[src/rtl/perf_stats_collector.sv]
// Run-statistics stage ahead of perf_counter: counts cycles, taken branches and memory writes
// until the PC reaches FINAL_PC, and continuously converts a selected counter to packed BCD.
module perf_stats_collector #(
  parameter logic [15:0] FINAL_PC         = 16'd400,
  parameter int unsigned CNT_WIDTH        = 24,
  parameter int unsigned NUMBER_OF_DIGITS = 8
) (
  input  logic                          CLK_50,
  input  logic                          resetN,
  input  logic [15:0]                   pc,
  input  logic                          write_m,
  input  logic [1:0]                    sel,
  output logic [CNT_WIDTH-1:0]          cycle_count,
  output logic [CNT_WIDTH-1:0]          jump_count,
  output logic [CNT_WIDTH-1:0]          write_count,
  output logic [4*NUMBER_OF_DIGITS-1:0] bcd,
  output logic                          bcd_valid,
  output logic                          finished
);

  localparam int unsigned BW = 4 * NUMBER_OF_DIGITS;
  localparam int unsigned IW = $clog2(CNT_WIDTH + 1);
  localparam logic [IW-1:0]        LAST_ITER = IW'(CNT_WIDTH - 1);
  localparam logic [CNT_WIDTH-1:0] CNT_ONE   = CNT_WIDTH'(1);

  typedef enum logic {RUN, DONE} run_state_t;
  typedef enum logic [1:0] {C_IDLE, C_SHIFT, C_LOAD} conv_state_t;

  run_state_t  run_state, run_next;
  conv_state_t conv_state, conv_next;

  logic                 count_en;
  logic                 is_jump;
  logic [15:0]          prev_pc;
  logic                 prev_valid;
  logic [CNT_WIDTH-1:0] sel_value;
  logic [CNT_WIDTH-1:0] snapshot;
  logic [BW-1:0]        scratch;
  logic [BW-1:0]        scratch_adj;
  logic [IW-1:0]        iter;

  // ---------------- run FSM ----------------
  always_ff @(posedge CLK_50 or negedge resetN) begin
    if (!resetN) run_state <= RUN;
    else         run_state <= run_next;
  end

  always_comb begin
    run_next = run_state;
    if (run_state == RUN && pc == FINAL_PC) run_next = DONE;
  end

  always_comb begin
    count_en = (run_state == RUN);
    finished = (run_state == DONE);
  end

  // prev_pc + 1 stays 16 bits wide so FFFF -> 0000 counts as sequential
  assign is_jump = prev_valid && (pc != prev_pc) && (pc != prev_pc + 16'd1);

  always_ff @(posedge CLK_50 or negedge resetN) begin
    if (!resetN) begin
      cycle_count <= '0;
      jump_count  <= '0;
      write_count <= '0;
      prev_pc     <= '0;
      prev_valid  <= 1'b0;
    end else if (count_en) begin
      if (cycle_count != '1)            cycle_count <= cycle_count + CNT_ONE;
      if (write_m && write_count != '1) write_count <= write_count + CNT_ONE;
      if (is_jump && jump_count != '1)  jump_count  <= jump_count + CNT_ONE;
      prev_pc    <= pc;
      prev_valid <= 1'b1;
    end
  end

  // ---------------- BCD converter ----------------
  always_comb begin
    case (sel)
      2'd1:    sel_value = jump_count;
      2'd2:    sel_value = write_count;
      default: sel_value = cycle_count;
    endcase
  end

  always_ff @(posedge CLK_50 or negedge resetN) begin
    if (!resetN) conv_state <= C_IDLE;
    else         conv_state <= conv_next;
  end

  always_comb begin
    conv_next = conv_state;
    case (conv_state)
      C_IDLE:  conv_next = C_SHIFT;
      C_SHIFT: if (iter == LAST_ITER) conv_next = C_LOAD;
      C_LOAD:  conv_next = C_IDLE;
      default: conv_next = C_IDLE;
    endcase
  end

  always_comb begin
    scratch_adj = scratch;
    for (int unsigned d = 0; d < NUMBER_OF_DIGITS; d++) begin
      if (scratch[4*d +: 4] >= 4'd5) scratch_adj[4*d +: 4] = scratch[4*d +: 4] + 4'd3;
    end
  end

  always_ff @(posedge CLK_50 or negedge resetN) begin
    if (!resetN) begin
      snapshot  <= '0;
      scratch   <= '0;
      iter      <= '0;
      bcd       <= '0;
      bcd_valid <= 1'b0;
    end else begin
      case (conv_state)
        C_IDLE: begin
          snapshot <= sel_value;
          scratch  <= '0;
          iter     <= '0;
        end
        C_SHIFT: begin
          {scratch, snapshot} <= {scratch_adj[BW-2:0], snapshot, 1'b0};
          iter                <= iter + 1'b1;
        end
        C_LOAD: begin
          bcd       <= scratch;
          bcd_valid <= 1'b1;
        end
        default: ;
      endcase
    end
  end

endmodule

[config.mk]
export PLATFORM = sky130hd
export DESIGN_NAME = perf_stats_collector
export DESIGN_NICKNAME = d
export VERILOG_FILES = /design/src/rtl/perf_stats_collector.sv
export SDC_FILE = /design/constraint.sdc
export NUM_CORES = 1
export LEC_CHECK = 0
export CAP_MARGIN = 25
export CORE_ASPECT_RATIO = 0.9
export CORE_MARGIN = 8
export CORE_UTILIZATION = 40
export DETAILED_ROUTE_END_ITERATION = 16
export HOLD_SLACK_MARGIN = 0.03
export PLACE_DENSITY_LB_ADDON = 0.05
export SLEW_MARGIN = 20
export SYNTH_ARGS = -nofsm -noshare
export SYNTH_HDL_FRONTEND = slang
export SYNTH_SLANG_ARGS = --single-unit
[constraint.sdc]
create_clock -name CLK_50 -period 2.65 [get_ports CLK_50]
set_clock_uncertainty 0.2 [all_clocks]
set_input_delay 0.265 -clock CLK_50 [delete_from_list [all_inputs] [get_ports CLK_50]]
set_output_delay 0.265 -clock CLK_50 [all_outputs]
set_load 0.1 [all_outputs]
## Word-level counts from Yosys, hierarchy flattened

Cells that the tools add are included.
Widths: inputs -> output; s select.

- Reductions and logical operators: 10
- $add $sub $neg: 13
- Equality and inequality tests: 12
- Mux-type cells: 14
- Magnitude comparators: 8
- Bitwise operators: 1

Operator list:

| kind | count |
|---|---|
| $pmux 24 s2 | 2 |
| $add 24x1->24 const B | 3 |
| $ne 24x24->1 const B | 3 |
| $pmux 32 s2 | 1 |
| $ge 4x3->1 const B | 8 |
| $ne 16x16->1 | 2 |
| $add 4x2->4 const B | 7 |
| $mux 4 | 7 |
| $add 16x1->16 const B | 1 |
| $eq 16x9->1 const B | 1 |
| $pmux 5 s2 | 1 |
| $reduce_and 2->1 | 3 |
| $add 5x1->5 const B | 1 |
| $eq 5x5->1 const B | 1 |
| $logic_and 1x1->1 | 5 |
| $eq 2x1->1 const B | 2 |
| $eq 2x2->1 const B | 2 |
| $pmux 2 s2 | 1 |
| $add 3x2->3 const B | 1 |
| $mux 3 | 1 |
| $logic_not 2->1 | 1 |
| $mux 2 | 1 |
| $ne 2x2->1 const B | 1 |
| $reduce_bool 2->1 | 1 |
| $not 1->1 | 1 |

- Flip-flop bits (word level): 186
- Output and inout bits: 106

## Depth between registers and ports, before layout

Gate-level depths: netlist (run 1).

- Depth in word-level cells: 5
- Depth in mapped cells: 10

## Least setup slack after synthesis (run 1)

Ideal clock, no wire load.

- Path kind: register to register
- From: reg jump_count[0]
- To: reg jump_count[17]
- Arrival: 3,048 ps
- Required time: 2,330 ps
- Period minus slack after synthesis: 3,367 ps
- Stages on the path, launching flop included: 10
- Path slack: -717 ps
- Cell sequence: dfrtp_1 > ha_1 > nand3_1 > or2_2 > nor2_1 > nand4_1 > nand2_1 > buf_2 > a211oi_1 > a31o_1

- Cells in the longest elaborated chain, start to end: 3

Ends and longest elaborated chain:

| what | line | text |
|---|---|---|
| start, declared | 14 | `output logic [CNT_WIDTH-1:0] jump_count,` |
| start signal, assigned | 71 | `if (is_jump && jump_count != '1) jump_count <= jump_count + CNT_ONE;` |
| parallel branches: the longest is 3 deep, another holds $add 24x1->24 | n/a |  |

Several ways; the timed one is not identified.
A chain may end at the register's enable or synchronous reset.

## Worst setup path after layout (run 1)

- From: reg prev_pc[3]
- To: reg jump_count[21]

- Cells in the longest elaborated chain, start to end: 5

Ends and longest elaborated chain:

| what | line | text |
|---|---|---|
| start, declared | 34 | `logic [15:0] prev_pc;` |
| start signal, assigned | 72 | `prev_pc <= pc;` |
| $add 16x1->16 / $ne 16x16->1 (equally long branches) | 59 | `assign is_jump = prev_valid && (pc != prev_pc) && (pc != prev_pc + 16'd1);` |
| $ne 16x16->1 / $logic_and 1x1->1 (equally long branches) | 59 |  |
| $logic_and 1x1->1 * | 59 |  |
| $logic_and 1x1->1 * | 71 |  |
| $reduce_and 2->1 (no source line) * | n/a |  |

Every way passes the cells marked *; elsewhere a longest branch is shown, timed or not.

==> results of run 1 <==
final cells by class:
| cell class | count | share of cell area (%) |
|---|---|---|
| clock buffer | 17 | 3.41 |
| clock inverter | 15 | 1.40 |
| inverter | 29 | 0.872 |
| multi-input combinational | 723 | 39.1 |
| sequential | 186 | 38.1 |
| tap | 308 | 3.09 |
| timing repair buffer | 208 | 14.0 |
cells in the final DEF (no fill, tap or decap), types with 9 or more instances in the layout:
master / synthesis / routed
dfrtp_4: 0 / 14
o31ai_1: 9 / 9
a22o_1: 13 / 13
nor2_1: 74 / 72
nand4_1: 27 / 27
o21ai_0: 76 / 76
and3_1: 10 / 10
dfrtp_1: 186 / 134
buf_4: 2 / 175
xor2_1: 39 / 39
a211oi_1: 14 / 9
a22oi_1: 23 / 23
xnor2_1: 66 / 65
mux2_2: 35 / 35
inv_1: 29 / 29
nand3_1: 32 / 31
clkdlybuf4s50_1: 0 / 19
a21oi_1: 65 / 64
clkbuf_16: 0 / 18
nand2_1: 110 / 110
and4_1: 15 / 13
dfrtp_2: 0 / 38
nand2b_1: 13 / 12
ha_1: 23 / 21
what timing repair did:
item                                    in CTS  in global routing
endpoints found under the setup margin      24                 25
setup buffers                                0                  2
hold endpoints to repair                    98                  0
resized for setup                            4                 16
pin swaps                                    0                  6
cloned                                       0                  1
hold buffers                                 1                  0
cell families after synthesis:
kind of cell    share of synthesized area, %
simple gates                            16.4
compound gates                          15.6
fa+ha+maj                               2.96
xor+xnor                                9.47
flops                                   47.9
mux                                     4.27
buf+inv                                 3.35
flip-flops by register name, indices dropped and copies added, names as in the netlist:
| name | flops |
|---|---|
| bcd | 32 |
| scratch | 32 |
| cycle_count | 24 |
| jump_count | 24 |
| snapshot | 24 |
| write_count | 24 |
| prev_pc | 16 |
| iter | 5 |
| conv_state | 2 |
| bcd_valid | 1 |
| finished | 1 |
| prev_valid | 1 |
worst max-delay path, cell delays in order, from the launching register on:
cell and delay (ns):
dfrtp_2 0.45, xnor2_2 0.16, xor2_1 0.17, or4_4 0.52, a2111o_1 0.40, nor3b_2 0.20
buf_6 0.17, clkbuf_16 0.15, a2111oi_2 0.06, xor2_1 0.14
through the flow:
| step | hold WS, ns | std cells | utilization [%] | area (µm²) |
|---|---|---|---|---|
| 6_report | 0.113 | 1486 | 51.9 | 12500 |
| 5_1_grt | 0.131 | 1486 | 51.9 | 12500 |
| 4_1_cts | 0.124 | 1483 | 51.4 | 12400 |
| 3_5_place_dp | 0.0384 | 1450 | 48.7 | 11700 |
| 3_3_place_gp | 0.0413 | 1450 | 48.7 | 11700 |
| 2_1_floorplan | -0.231 | 992 | - | 9880 |
power by group through the flow:
stage	Combinational (mW)	Sequential [mW]	Clock, mW
after floorplan	0.903	5.40	0
after global placement	3.47	3.77	0
after detailed placement	3.49	3.77	0
after CTS	3.51	3.72	2.70
after global routing	3.70	3.79	2.80
final	3.49	3.72	2.61
path summary, 6_finish.rpt:
path	to	startpoint	slack, ns
min in group CLK_50	bcd_valid	bcd_valid	0.27
max in group asynchronous	prev_pc[3]	resetN	1.36
hold / removal	write_count[0]	resetN	0.11
setup reg to reg	jump_count[21]	prev_pc[3]	-0.12
hold reg to reg	bcd_valid	bcd_valid	0.27
setup / recovery	jump_count[21]	prev_pc[3]	-0.12
routing by layer:
layer | up-vias | global-route usage [%] | part of all wire (%)
met4 | 0 | 5.03 | 1.6
met1 | 3812 | 24.4 | 49
met3 | 25 | 4.44 | 4.9
met2 | 172 | 28.3 | 45
met5 | - | 0 | 0
li1 | 3881 | - | -
synthesized netlist by cell type (3+ instances only):
master	n
dfrtp_1	186
nand2_1	110
o21ai_0	76
nor2_1	74
xnor2_1	66
a21oi_1	65
clkbuf_1	42
xor2_1	39
mux2_2	35
nand3_1	32
inv_1	29
nand4_1	27
a22oi_1	23
ha_1	23
and4_1	15
a211oi_1	14
a22o_1	13
nand2b_1	13
and3_1	10
o31ai_1	9
a2111oi_2	8
nor4_1	7
nor3_1	6
a41oi_1	5
buf_1	5
buf_2	5
and2_1	4
nor4b_1	4
or4_1	4
a21o_1	3
nor2b_1	3
nor3b_1	3
or2_2	3
==> key figures, run 1 <==
Status
  • Outcome: finished, violations left
  • Failing checks: negative setup slack

Synth
  • Post-synth EDFFs: 0
  • Synth unique cells: 55
  • Syn Area/Cell: slightly below 10 µm²
  • Sequential element share of the synthesized area: a little under half
  • Synth warn: 0
  • Largest cells by area after synthesis: dfrtp_1 (48%), xnor2_1 (6.0%), nand2_1 (4.3%)
  • Post-synth top area share: 47.9%
  • Cell count after synthesis: 992
  • Ys flop type: dfrtp_1
  • Net Count, Synth: 1,036
  • Synth Cell Area: 9710 µm²
  • Fraction of registers with async set or reset after synthesis: 100%
  • Post-synth top area cell: dfrtp_1
  • Yosys reg bits: 186

Power and ir drop
  • Overall Power: 9.82 mW
  • NetSw: 4.31 mW
  • Clk network pwr share: 26.6%
  • Internal power: 5.51 mW
  • Leak Pwr: 5.40 nW
  • Pwr Density: 786 nW/µm²
  • Peak supply drop: about 1200 µV
  • Switching share of total power: 43.9%
  • Comb power frac: 35.5%
  • Sequential share of power: 37.9%

STA
  • Setup TNS: -2.22 ns
  • Setup ws final: -0.118 ns
  • Crit path time final: 2.77 ns
  • RSZ-0062 raised after global routing: yes
  • Worst slew pin tran: 0.854 ns
  • Slew Viols, Final: 0
  • Hold Violations, Final: 0
  • FMAX: 0.361 GHz
  • Tcrit/Tclk final: 104%
  • Slew headroom: 43.0%
  • Final setup violation count: 23

Final layout
  • Antenna diode count: 0
  • Layout cells sized above 1: 29.2%
  • Seq. cell area: 4750 µm²
  • Synthesis-to-layout area growth: 28.5%
  • Fin nets: between 1,000 and 1,500
  • Fill count: 2,256
  • Multi-input gate area: 4880 µm²

Floorplanning
  • Core area: 24,100 µm²
  • Die W: 180 µm
  • Initial Util: 40.4%
  • Row count: 54
  • Top-Level Pins: 127
  • Die area: approximately 30,000 µm²
  • Chip height: 164 µm

Setup path
  • WP data required: 2.75 ns
  • Critical Path End Type: flip-flop
  • R2R cell count: 9
  • Kind of critical path: flip-flop to flip-flop
  • CP max FO: 5
  • CP Launch Type: flip-flop
  • CP arrival: between 2 and 3 ns

Clock network
  • Clock Latency Late Sink: about 0.44 ns
  • CTS Root Cell: clkbuf_16
  • Clock sinks: 186
  • CTS tree: yes
  • H-tree depth: 4
  • Cts bufs inserted: 17
  • Max Root-Sink Buffers: 2
  • CTS clock-pin slew for the worst setup and hold paths: around 0.08 ns

Global routing
  • Initial antenna violation count: 0
  • Largest net degree at the start of global routing: 89
  • Remaining global-route overflow: 0
  • Global-route wire length before repair: 43.1 mm
  • Overall routing resource usage: 18.0%
  • Vias in the first global route: roughly 7,900

Place
  • HPWL Detailed: 19.1 mm
  • GPL Wtd Cong: 0.861
  • Pre-CTS WS: -0.391 ns
  • IO buf count: 126

Run
  • Max Cap Viol: 0

Routing
  • DR WL/cell: 17.7 µm
  • Final WL: 26.4 mm
  • Avg Vias per Cell: 5.31
  • Initial DRC count: around 540
  • Via Count: 7,890
  • Number of remaining DRC errors: 0
  • Antenna viol nets, final: 0
  • DRT Pass-1 Iters: 5

Hold path
  • Hold Path Class: input pin to async pin
No activity file was read; power rests on OpenSTA's default activity.
==> inputs of run 2 (changes only) <==
- CORE_UTILIZATION: 40 -> 50
- CTS_CLUSTER_DIAMETER: default -> 80
==> run 2 against run 1 <==
The flow still finishes with violations (negative setup slack). Core utilization increased by 13 points. Clock-buffer cell count unchanged. Sequential share of layout area increased by 0.26 points. First-iteration DRC count decreased by 14%. Die area decreased by 18%. Register-to-register slack improved by 0.04 ns. Global-route usage increased by 3.3 points. Via count increased by 1.6%. Clock power decreased by 3%. Flip-flop and latch count unchanged. Critical path type unchanged. Critical endpoint is now jump_count[1]. Highest routed layer unchanged.
==> key figures, run 2 (synthesis results as in run 1) <==
Clock network
  • CTS clock-pin slew for the worst setup and hold paths: 0.08 ns
  • H-tree depth: 4
  • Cts bufs inserted: 17
  • Max Root-Sink Buffers: 2
  • Clock Latency Late Sink: about 0.44 ns
  • CTS Root Cell: clkbuf_16
  • Clock sinks: 186
  • CTS tree: yes

Setup path
  • R2R cell count: 9
  • CP endpoint: jump_count[1]
  • CP max FO: 4
  • CP arrival: 2.85 ns
  • Reg-to-Reg Start: prev_pc[1]
  • Kind of critical path: flip-flop to flip-flop
  • R2R setup slack: -0.08 ns
  • Critical path launch point: prev_pc[1]
  • WP data required: 2.77 ns
  • Critical R2R Capture: jump_count[1]
  • Critical Path End Type: flip-flop
  • CP Launch Type: flip-flop

Final layout
  • Post-route cell area: approximately 12,000 µm²
  • Commonest non-fill, non-tap cell in the layout: buf_4
  • Finished Layout Cells: 1,421
  • Layout cells sized above 1: 29.4%
  • Antenna diode count: 0
  • Largest registers: bcd (32), scratch (32)
  • Leading cell types in the layout, fill and taps excluded: buf_4 (167), dfrtp_1 (132), nand2_1 (110)
  • Fin nets: around 1,200
  • Synthesis-to-layout area growth: 27.7%
  • Fill count: 1,568

STA
  • Slew Viols, Final: 0
  • Tcrit/Tclk final: 103%
  • Crit path time final: 2.73 ns
  • Final setup violation count: 23
  • Worst slew pin tran: a little over 0.9 ns
  • Fin Hold WS: 0.132 ns
  • Slew headroom: 39.4%
  • RSZ-0062 raised after global routing: yes
  • Setup TNS: -1.14 ns
  • FMAX: 0.367 GHz
  • Setup ws final: -0.0775 ns
  • Hold Violations, Final: 0

Routing
  • Initial DRC count: 459
  • Avg Vias per Cell: 5.64
  • DRT Pass-1 Iters: 5
  • Final WL: 25.7 mm
  • Via Count: 8,015
  • Number of remaining DRC errors: 0
  • DR WL/cell: roughly 18 µm
  • Antenna viol nets, final: 0

Power and ir drop
  • Clk network pwr share: 25.9%
  • Switching share of total power: 44.5%
  • Sequential share of power: 38.4%
  • Leak Pwr: 5.36 nW
  • Comb power frac: 35.7%
  • Overall Power: 9.75 mW
  • Pwr Density: 786 nW/µm²
  • NetSw: 4.33 mW
  • Peak supply drop: 1120 µV
  • Internal power: 5.41 mW

Hold path
  • Hold Path Class: input pin to async pin

Place
  • GPL Wtd Cong: 0.895
  • IO buf count: 126
  • Placed Cells: between 1,000 and 1,500
  • Placed cell area: 11,600 µm²
  • HPWL Detailed: 18.0 mm

Floorplanning
  • Initial Util: approximately half
  • Chip height: 148 µm
  • Top-Level Pins: approximately 130
  • Core area: 19,100 µm²
  • Die area: 24,100 µm²
  • Row count: 48
  • Die W: 163 µm

Global routing
  • Remaining global-route overflow: 0
  • Initial antenna violation count: 0
  • Overall routing resource usage: about a fifth
  • Global-route wire length before repair: 41.4 mm
  • Largest net degree at the start of global routing: 61
  • Vias in the first global route: 7,782

Status
  • Outcome: finished, violations left
  • Failing checks: negative setup slack

Run
  • Max Cap Viol: 0
[run 2: cell count changes in the layout (fill, tap and decap cells not counted), sizes merged]
| cell | before | now |
|---|---|---|
| buf | 186 | 179 |
| bufinv | 1 | 0 |
| clkinv | 5 | 3 |
| clkinvlp | 2 | 3 |
| inv | 36 | 38 |
[run 2: worst min-delay path by stage]
stage	from	endpoint
after floorplan	resetN	bcd[0]
after global placement	resetN	write_count[1]
after detailed placement	resetN	write_count[1]
after CTS	resetN	write_count[1]
after global routing	resetN	write_count[2]
final	resetN	write_count[0]
[run 2: routing by layer]
layer	global-route usage [%]	part of all wire (%)	wire length, µm
met3	5.42	5.2	1330
met5	0	0	0
met4	6.42	1.8	473
met1	29.1	47	12100
met2	32.4	46	11800
[run 2: worst max-delay path: stages, from the launching register on]
cell      delay (ns)
dfrtp_2         0.42
buf_6           0.11
nand3_2         0.07
xor2_1          0.15
or4_4           0.51
a2111o_1        0.36
nor3b_2         0.23
buf_6           0.17
a21oi_1         0.12
mux2_2          0.28
[run 2: cell type report]
| cell class | instances | area [µm²] | area share (%) |
|---|---|---|---|
| clock buffers | 17 | 425 | 3.43 |
| clock inverters | 15 | 150 | 1.21 |
| inverters | 29 | 109 | 0.878 |
| multi-input cells | 723 | 4950 | 39.9 |
| flip-flops and latches | 186 | 4760 | 38.4 |
| well taps | 250 | 313 | 2.52 |
| repair buffers | 201 | 1700 | 13.7 |
[run 2: power groups by stage]
stage | clock [mW] | combinational [mW] | sequential, mW
after detailed placement | 0 | 3.46 | 3.78
after global placement | 0 | 3.43 | 3.78
after CTS | 2.58 | 3.48 | 3.73
after global routing | 2.70 | 3.70 | 3.80
final | 2.53 | 3.48 | 3.74
after floorplan | 0 | 0.903 | 5.40
[run 2: per-stage QoR]
stage	utilization, %	worst slack, ns
6_report	64.9	-0.0775
3_5_place_dp	60.7	-0.384
5_1_grt	64.9	-0.205
4_1_cts	63.8	-0.105
2_1_floorplan	-	-0.0199
3_3_place_gp	60.7	-0.342
[run 2: what timing repair did]
action                                  in CTS  in global routing
setup buffers                                0                  2
pin swaps                                    0                  7
hold endpoints to repair                   151                  0
endpoints found under the setup margin      23                 25
gates cloned                                 0                  1
resized for setup                            4                 28
hold buffers                                 1                  0
==> inputs of run 3 (changes only) <==
- ABC_CLOCK_PERIOD_IN_PS: default -> 2650
- CTS_BUF_LIST: default -> sky130_fd_sc_hd__clkbuf_8
- TNS_END_PERCENT: default -> 1
==> run 3 against run 2 <==
The run still ends with negative setup slack left. Largest cell class unchanged. Fmax increased by 0.82%. Critical endpoint is now jump_count[16]. First-iteration DRC count increased by 15%. Core utilization decreased by 1.1 points. Global-route usage decreased by 0.078 points. Non-clock buffer count increased by 12. Sequential share of layout area increased by 0.51 points. Highest routed layer unchanged.
==> key figures, run 3 (synthesis results as in run 1) <==
Status
  • Outcome: finished, violations left
  • Failing checks: negative setup slack

Clock network
  • CTS tree: yes
  • CTS Root Cell: clkbuf_8
  • Clock sinks: 186
  • Cts bufs inserted: 17
  • Max Root-Sink Buffers: 2
  • H-tree depth: 4
  • CTS clock-pin slew for the worst setup and hold paths: 0.11 ns
  • Clock Latency Late Sink: 0.46 ns

Power and ir drop
  • Internal power: roughly 5 mW
  • Clk network pwr share: 21.6%
  • Pwr Density: 754 nW/µm²
  • NetSw: between 4 and 5 mW
  • Comb power frac: a little under two fifths
  • Overall Power: 9.19 mW
  • Peak supply drop: 1150 µV
  • Switching share of total power: 45.0%
  • Leak Pwr: 5.33 nW
  • Sequential share of power: 40.4%

Global routing
  • Vias in the first global route: 7,880
  • Remaining global-route overflow: 0
  • Global-route wire length before repair: 41.5 mm
  • Largest net degree at the start of global routing: 60
  • Initial antenna violation count: 0
  • Overall routing resource usage: a little over a fifth

Setup path
  • R2R cell count: 9
  • Reg-to-Reg Start: prev_pc[3]
  • CP max FO: 10
  • Kind of critical path: flip-flop to flip-flop
  • Critical Path End Type: flip-flop
  • CP Launch Type: flip-flop
  • CP arrival: 2.84 ns
  • R2R setup slack: -0.06 ns
  • WP data required: between 2 and 3 ns
  • Critical R2R Capture: jump_count[16]

Final layout
  • Post-route cell area: 12,200 µm²
  • Fin nets: 1,214
  • Antenna diode count: 0
  • Largest registers: bcd (32), scratch (32)
  • Commonest non-fill, non-tap cell in the layout: buf_4
  • Synthesis-to-layout area growth: 25.6%
  • Finished Layout Cells: 1,433
  • Layout cells sized above 1: roughly 29%
  • Fill count: 1,609
  • Final core utilization: 63.8%
  • Leading cell types in the layout, fill and taps excluded: buf_4 (183), dfrtp_1 (138), nand2_1 (110)

Routing
  • Avg Vias per Cell: 5.56
  • Antenna viol nets, final: 0
  • Via Count: 7,971
  • Number of remaining DRC errors: 0
  • DRT Pass-1 Iters: 4
  • DR WL/cell: 17.5 µm
  • Final WL: 25.1 mm
  • Initial DRC count: 530

STA
  • Tcrit/Tclk final: 102%
  • Setup ws final: -0.0553 ns
  • FMAX: 0.370 GHz
  • Hold Violations, Final: 0
  • Worst slew pin tran: 0.826 ns
  • Final setup violation count: 21
  • Crit path time final: 2.71 ns
  • Setup TNS: -0.516 ns
  • Fin Hold WS: between 0.1 and 0.15 ns
  • Slew headroom: 44.9%
  • RSZ-0062 raised after global routing: yes
  • Slew Viols, Final: 0

Run
  • Max Cap Viol: 0

Floorplanning
  • Initial Util: 50.8%
  • Row count: 48
  • Die area: approximately 24,000 µm²
  • Core area: 19,100 µm²
  • Die W: roughly 160 µm
  • Top-Level Pins: 127
  • Chip height: 148 µm

Place
  • Placed Cells: about 1,400
  • IO buf count: 126
  • Pre-CTS WS: -0.309 ns
  • HPWL Detailed: about 18 mm
  • GPL Wtd Cong: 0.878
  • Placed cell area: 11,700 µm²

Hold path
  • Hold Path Class: input pin to async pin
==> run 3: cell types whose count changed in the layout (fill, tap and decap cells not counted), moves of 3 or more <==
cell / delta
a211oi_1: +3
buf_4: +16
buf_6: -3
clkbuf_16: -18
clkbuf_8: +18
dfrtp_1: +6
dfrtp_4: -4
inv_6: +3
inv_8: -4
==> run 3: worst max-delay path, cell delays in order, from the launching register on <==
cell,delay (ns)
dfrtp_2,0.46
xnor2_2,0.15
xor2_1,0.16
or4_1,0.50
a2111o_1,0.35
nor3b_2,0.21
buf_6,0.17
buf_12,0.15
a211oi_1,0.09
xor2_1,0.16
==> run 3: power by group through the flow <==
stage / combinational [mW] / clock (mW) / sequential [mW]
after floorplan: 0.903 / 0 / 5.40
after global placement: 3.46 / 0 / 3.76
after detailed placement: 3.50 / 0 / 3.76
after CTS: 3.51 / 2.04 / 3.71
after global routing: 3.72 / 2.15 / 3.78
final: 3.49 / 1.99 / 3.71
==> run 3: what timing repair did <==
item | 4_1_cts | 5_1_grt
endpoints found under the setup margin | 24 | 24
hold buffers | 1 | 0
hold endpoints to repair | 183 | 0
setup buffers | 2 | 1
pin swaps | 4 | 3
resized for setup | 5 | 11
==> run 3: per-layer routing <==
layer	global-route usage [%]	wire length (µm)	up-vias
met2	33.7	11700	180
li1	-	-	3884
met5	0	0	-
met4	5.22	315	0
met3	4.97	1330	24
met1	28.6	11700	3883
==> run 3: worst max-delay path by stage <==
stage,slack [ns],endpoint,cells past startpoint,from
after floorplan,-0.03,write_count[20],5,write_count[5]
after global placement,-0.28,jump_count[1],9,pc[4]
after detailed placement,-0.31,jump_count[1],9,pc[4]
after CTS,-0.07,jump_count[12],9,prev_pc[3]
after global routing,-0.17,jump_count[14],9,prev_pc[3]
final,-0.06,jump_count[16],9,prev_pc[3]
==> run 3: layout make-up <==
type	count	area (µm²)	area share [%]
Clock buffer	18	248	2.03
Clock inverter	14	159	1.30
Inverter	29	109	0.893
Multi-Input combinational cell	723	4870	39.9
Sequential cell	186	4740	38.9
Tap cell	250	313	2.57
Timing Repair Buffer	213	1760	14.4
